[src/rtl/rom_boot_sequencer.sv]
// -----------------------------------------------------------------------------
// rom_boot_sequencer
//
// Boot-time copy engine. After a Start request it walks FlashROM addresses
// 0..COPY_LEN-1 and writes each word into the core's instruction memory
// through a valid/ready write port. The core is held stopped for the whole
// copy and is released (CoreRunEnable) only once the final word has been
// accepted by the instruction memory.
//
// Ports
//   clk               system clock, all state changes on the rising edge
//   async_rst_n       asynchronous active-low reset
//   Start             copy request, honoured only in IDLE or DONE
//   RomAddress        address to the combinational FlashROM
//   RomValue          FlashROM data for RomAddress
//   IMemWriteValid    instruction-memory write request
//   IMemWriteReady    instruction memory accepts the write this cycle
//   IMemWriteAddress  write address (same as the ROM address of the word)
//   IMemWriteData     write data
//   Busy              copy in progress (READ or WRITE)
//   Done              copy complete
//   CoreRunEnable     core may fetch/execute (only while Done)
// -----------------------------------------------------------------------------
module rom_boot_sequencer #(
    parameter int ADDR_W   = 10,
    parameter int DATA_W   = 16,
    parameter int COPY_LEN = 1024
) (
    input  logic              clk,
    input  logic              async_rst_n,
    input  logic              Start,
    output logic [ADDR_W-1:0] RomAddress,
    input  logic [DATA_W-1:0] RomValue,
    output logic              IMemWriteValid,
    input  logic              IMemWriteReady,
    output logic [ADDR_W-1:0] IMemWriteAddress,
    output logic [DATA_W-1:0] IMemWriteData,
    output logic              Busy,
    output logic              Done,
    output logic              CoreRunEnable
);

    typedef enum logic [1:0] {
        ST_IDLE  = 2'd0,
        ST_READ  = 2'd1,
        ST_WRITE = 2'd2,
        ST_DONE  = 2'd3
    } state_t;

    // Final address of the copy. With COPY_LEN = 2**ADDR_W this is all-ones,
    // so the counter stops on the compare and never has to wrap.
    localparam logic [ADDR_W-1:0] LAST_ADDR = ADDR_W'(COPY_LEN - 1);

    state_t            state_q;
    logic [ADDR_W-1:0] cnt_q;
    logic [ADDR_W-1:0] cnt_d;
    logic [DATA_W-1:0] data_q;
    logic              valid_q;
    logic              busy_q;
    logic              done_q;
    logic              run_q;
    logic              handshake;

    assign cnt_d     = cnt_q + ADDR_W'(1);
    // valid_q is only ever set in WRITE, so Ready outside WRITE is inert.
    assign handshake = valid_q & IMemWriteReady;

    // Single FSM process; every output flag is a register updated together
    // with the state so outputs are glitch-free and aligned to the state.
    always_ff @(posedge clk or negedge async_rst_n) begin
        if (!async_rst_n) begin
            state_q <= ST_IDLE;
            cnt_q   <= '0;
            data_q  <= '0;
            valid_q <= 1'b0;
            busy_q  <= 1'b0;
            done_q  <= 1'b0;
            run_q   <= 1'b0;
        end else begin
            case (state_q)
                ST_IDLE: begin
                    if (Start) begin
                        state_q <= ST_READ;
                        cnt_q   <= '0;
                        busy_q  <= 1'b1;
                    end
                end

                ST_READ: begin
                    // ROM is combinational: the word for cnt_q is present now.
                    // It is captured only here so stalls in WRITE hold it.
                    data_q  <= RomValue;
                    state_q <= ST_WRITE;
                    valid_q <= 1'b1;
                end

                ST_WRITE: begin
                    if (handshake) begin
                        valid_q <= 1'b0;
                        if (cnt_q == LAST_ADDR) begin
                            state_q <= ST_DONE;
                            busy_q  <= 1'b0;
                            done_q  <= 1'b1;
                            run_q   <= 1'b1;
                        end else begin
                            state_q <= ST_READ;
                            cnt_q   <= cnt_d;
                        end
                    end
                end

                ST_DONE: begin
                    // Re-boot: the core is stopped on the same edge the
                    // copy restarts.
                    if (Start) begin
                        state_q <= ST_READ;
                        cnt_q   <= '0;
                        busy_q  <= 1'b1;
                        done_q  <= 1'b0;
                        run_q   <= 1'b0;
                    end
                end

                default: begin
                    state_q <= ST_IDLE;
                    cnt_q   <= '0;
                    valid_q <= 1'b0;
                    busy_q  <= 1'b0;
                    done_q  <= 1'b0;
                    run_q   <= 1'b0;
                end
            endcase
        end
    end

    // The counter drives the ROM in every state so its address is never
    // left floating; the write address is the same counter value.
    assign RomAddress       = cnt_q;
    assign IMemWriteAddress = cnt_q;
    assign IMemWriteData    = data_q;
    assign IMemWriteValid   = valid_q;
    assign Busy             = busy_q;
    assign Done             = done_q;
    assign CoreRunEnable    = run_q;

endmodule

[config.mk]
export PLATFORM = sky130hd
export DESIGN_NAME = rom_boot_sequencer
export DESIGN_NICKNAME = d
export VERILOG_FILES = /design/src/rtl/rom_boot_sequencer.sv
export SDC_FILE = /design/constraint.sdc
export NUM_CORES = 1
export LEC_CHECK = 0
export ABC_CLOCK_PERIOD_IN_PS = 2000
export CAP_MARGIN = 15
export CORE_MARGIN = 1.5
export CORE_UTILIZATION = 44
export DETAILED_ROUTE_END_ITERATION = 10
export GPL_TIMING_DRIVEN = 0
export PLACE_DENSITY = 0.8
export SYNTH_ARGS = -nofsm -noshare
export SYNTH_HDL_FRONTEND = slang
export SYNTH_SLANG_ARGS = --single-unit
[constraint.sdc]
create_clock -name clk -period 2 [get_ports clk]
set_clock_uncertainty 0.15 [all_clocks]
set_input_delay 0.2 -clock clk [delete_from_list [all_inputs] [get_ports clk]]
set_output_delay 0.2 -clock clk [all_outputs]
set_load 0.005 [all_outputs]
Word-level counts from Yosys, hierarchy flattened
Cells that the tools add are included.
- register bits after elaboration: 31
- input bits: 20
- output and inout port bits: 40
- word-level logic and storage cells: 45
- add/subtract/negate cells: 1
- eq/ne operators: 9
- multiplexer cells: 18
- bitwise logic cells: 1
- reduce and logical (&&, ||, !) cells: 10
- operators by type and width (kind ; number):
    10-bit 2-to-1 mux ; 3
    10-bit case mux with 2 select lines ; 1
    4-bit AND reduction ; 3
    10-bit by 1-bit adder with 10-bit output, second input constant ; 1
    10-bit == test, second input constant ; 1
    2-bit != test, second input constant ; 4
    1-bit 2-to-1 mux ; 7
    2-bit 2-to-1 mux ; 3
    1-bit case mux with 2 select lines ; 3
    2-bit case mux with 3 select lines ; 1
    2-bit nonzero test ; 3
    2-bit == test, second input constant ; 2
    2-bit AND reduction ; 2
    2-bit by 1-bit == test with 1-bit output, second input constant ; 1
    2-bit logical NOT ; 1
    2-bit by 1-bit != test with 1-bit output, second input constant ; 1
    2-bit OR reduction ; 1
    1-bit bitwise AND ; 1

Depth between registers and ports, before layout
- word-level depth: 4
- depth in mapped cells: 7
- gate-level depth less buffers: 6

Least setup slack after synthesis
Ideal clock, no wire load.
- kind: register to register
- start: register state_q[0]
- end: register cnt_q[1], in the netlist IMemWriteAddress[1]
- setup time: 125 ps
- arrival: 1605 ps
- data required time: 1725 ps
- slack: 120 ps
- cell stages (with the launch flop): 6
- path buffers: 0
- period minus slack after synthesis: 1880 ps
- cell sequence: dfrtp_1 > inv_1 > ha_1 > a22o_1 > a211oi_2 > mux2_2
- longest elaborated chain between the ends: 4
- elaborated cells between the ends (all ways): 10
- those cells by class: 5 x eq/ne; 1 x mux; 4 x reduce/logical
- RTL lines (what ; RTL line ; RTL):
    start, declared ; 54 ; state_t state_q;
    start signal, assigned ; 72 ; state_q <= ST_IDLE;
    start signal, assigned ; 83 ; state_q <= ST_READ;
    start signal, assigned ; 93 ; state_q <= ST_WRITE;
    2-bit == test or 2-bit logical NOT (tied branches) ; 80 ; case (state_q)
    2-bit OR reduction (no source line) ; -- ;
    2-bit by 1-bit != test with 1-bit output (no source line) or 2-bit nonzero test (tied branches) ; -- ;
    4-bit AND reduction (no source line) ; -- ;
    end signal, assigned ; 107 ; cnt_q <= cnt_d;
    end, declared ; 55 ; logic [ADDR_W-1:0] cnt_q;
Several ways; a longest one is shown, not always the timed one.
A chain may end at the register's enable or synchronous reset.

Worst setup path in the final report
Ends and elaborated chain as after synthesis.

==> results.sh <==
export IMPL_rsz0062_at_grt="false"
export IMPL_r2r_end="IMemWriteAddress[1]"
export IMPL_ir_drop_mv=0.757
export IMPL_r2r_cells=5
export IMPL_muxShareOfSynthArea_pct=14.6
export IMPL_synth_top_area_share_pct=49.1
export IMPL_clk_path_buf_depth=2
export IMPL_drcViolationCount=0
export IMPL_antenna_found_initial=0
export IMPL_drt_total_wl_um=3440
export IMPL_setup_viol=0
export IMPL_crit_end="IMemWriteAddress[1]"
export IMPL_htree_num_levels=2
export IMPL_die_h_um=63.0
export IMPL_viasPerCell=5.11
export IMPL_start_util_pct=46.7
export IMPL_ys_flop_type="dfrtp_1"
export IMPL_die_w_um=63.0
export IMPL_drv_cap=0
export IMPL_ff2ff_setup_slack_ns=0.07
export IMPL_num_antenna_cells=0
export IMPL_dp_final_hpwl_um=2660
export IMPL_grt_util_all_layers_pct=18.5
export IMPL_fin_crit_ns=1.93
export IMPL_cp_data_required_time_ns=2.07
export IMPL_async_flop_share_pct=100
export IMPL_yosysMostFrequentCell="dfrtp_1"
export IMPL_end_kind="register"
export IMPL_synth_area_top_cells="dfrtp_1 (49%), mux2_2 (12%), buf_4 (5.2%), ha_1 (3.2%), a31oi_1 (2.8%)"
export IMPL_synth_compound_area_share_pct=10.9
export IMPL_synth_area_leader_cell="dfrtp_1"
export IMPL_max_freq_mhz=519
export IMPL_ys_warn_count=0
export IMPL_arrival_ns=2.00
export IMPL_layout_area_seq_um2=776
export IMPL_die_area_um2=3960
export IMPL_crit_start="state_q[0]"
export IMPL_synth_edf_count=0
export IMPL_overflow=0
export IMPL_crit_type="reg -> reg"
export IMPL_multi_input_area_um2=681
export IMPL_ant_nets=0
export IMPL_status="finished clean"
export IMPL_synthAdderAreaFrac_pct=3.16
export IMPL_hold_ws_ns=0.131
export IMPL_synth_cell_types=38
export IMPL_insertion_delay_ns=0.33
export IMPL_r2r_start="state_q[0]"
export IMPL_synth_top_family_by_area="multiplexers"
export IMPL_firstDrtPassIters=4
export IMPL_yosysSeqAreaShare_pct=49.1
export IMPL_core_um2=3390
export IMPL_wl_per_cell_um=13.9
export IMPL_tightest_slew_ns=0.716
export IMPL_drv_slew=0
export IMPL_cp_start_kind="register"
export IMPL_drive_gt1_share_pct=26.4
export IMPL_grt_pass1_vias=1248
export IMPL_pin_count=60
export IMPL_synthTopCellsByCount="dfrtp_1 (31), mux2_2 (17), buf_4 (11)"
export IMPL_yosys_area_share_simple_pct=13.5
export IMPL_synth_area_um2=1580
export IMPL_clock_root_buffer="clkbuf_4"
export IMPL_drtIter0Drc=50
export IMPL_syn_num_nets=157
export IMPL_grt_pass1_wl_um=5700
export IMPL_syn2layout_area_growth_pct=48.3
export IMPL_cts_made_buffers=5
export IMPL_place_congestion=0.827
export IMPL_vias=1261
export IMPL_fp_row_count=21
export IMPL_grt_max_degree=20
export IMPL_critPathMaxFanout=6
export IMPL_port_buffers=59
export IMPL_cts_sink_count=31
export IMPL_clk_pin_slew_ns=0.11
export IMPL_synth_seq_cells=31
export IMPL_fin_setup_tns_ns=0
export IMPL_num_fill_cells=245
export IMPL_cts_tree="yes"
export IMPL_synth_xor_area_share_pct=0
export IMPL_hold_viol=0
export IMPL_power_density_nw_per_um2=1320
export IMPL_cellLeakagePower_nw=0.994
export IMPL_min_delay_path_class="in -> async"
export IMPL_slew_headroom_pct=52.1
export IMPL_nNetsFinal=224
export IMPL_syn_inst=133
export IMPL_syn_avg_cell_area_um2=11.9
export IMPL_period_share_pct=96.3
repair_timing:
action	4_1_cts	5_1_grt
setup endpoints to repair	5	10
pin swaps	1	1
gates resized for setup	0	2
setup buffers	0	1
hold buffers	0	0
critical path, stage by stage (launching register included):
cell      delay [ns]
dfrtp_1         0.42
inv_2           0.09
ha_4            0.22
a22o_1          0.26
a211oi_2        0.31
mux2_2          0.37
layout by cell type, fill, tap and decap left out, types with 2 or more instances in the layout:
master | netlist | final
clkdlybuf4s50_1 | 0 | 59
dfrtp_1 | 31 | 31
mux2_2 | 17 | 17
buf_4 | 11 | 12
nand2_1 | 7 | 7
a31oi_1 | 7 | 7
inv_1 | 7 | 6
a21oi_1 | 6 | 6
nor2_1 | 5 | 5
clkbuf_4 | 0 | 5
mux2i_1 | 4 | 4
or3_1 | 3 | 3
ha_1 | 4 | 3
buf_2 | 2 | 2
a22o_1 | 2 | 2
o21bai_1 | 2 | 2
clkbuf_8 | 0 | 2
state kept, by name (all words and copies together) (netlist names):
name / flops
IMemWriteData: 16
CoreRunEnable: 1
IMemWriteValid: 1
IMemWriteAddress: 10
state_q: 2
Busy: 1
logic make-up after synthesis:
kind of cell | count (synthesis)
AO/OA/AOI/OAI | 24
adder cells (fa/ha/maj) | 4
buffers and inverters | 23
flip-flops | 31
multiplexers | 21
AND/OR/NAND/NOR | 30
power by group:
group          switching [mW]  internal (mW)  leakage [nW]
sequential              0.186          0.865         0.377
clock                   0.226          0.205        0.0375
combinational           0.625          0.982         0.580
per-layer routing:
layer	global-route usage (%)	routed length, um	up-vias
met1	21.0	1340	604
li1	-	-	602
met3	7.57	245	6
met4	6.11	61	0
met5	0	0	-
met2	31.4	1790	49
how the worst min path moves through the flow:
stage                     cells past startpoint  slack (ns)             endpoint
after floorplan                               0       -0.25                 Busy
after global placement                        1        0.34     IMemWriteData[4]
after detailed placement                      1        0.35    IMemWriteData[11]
after CTS                                     1        0.15  IMemWriteAddress[8]
after global routing                          1        0.16     IMemWriteData[0]
final                                         1        0.13        CoreRunEnable
stage by stage:
step           util, %  std cells  worst slack [ns]  power, mW  area (um^2)
5_1_grt           69.2        247            0.0127       3.30         2350
4_1_cts           68.6        246            0.0109       3.06         2330
3_5_place_dp      66.6        239           -0.0445       2.62         2260
2_1_floorplan        -        133             0.120       1.89         1580
6_report          69.2        247            0.0747       3.09         2350
3_3_place_gp      65.8        238           0.00238       2.54         2230
final cells by class:
cell class                 instances  share of cell area [%]
buffer                            15                    4.59
inverter                           7                    1.12
clock buffer                       7                    2.77
clock inverter                     1                   0.320
multi-input combinational         79                    29.0
tap                               46                    2.45
timing repair buffer              61                    26.7
sequential                        31                    33.1
(Power assumes the default switching activity.)
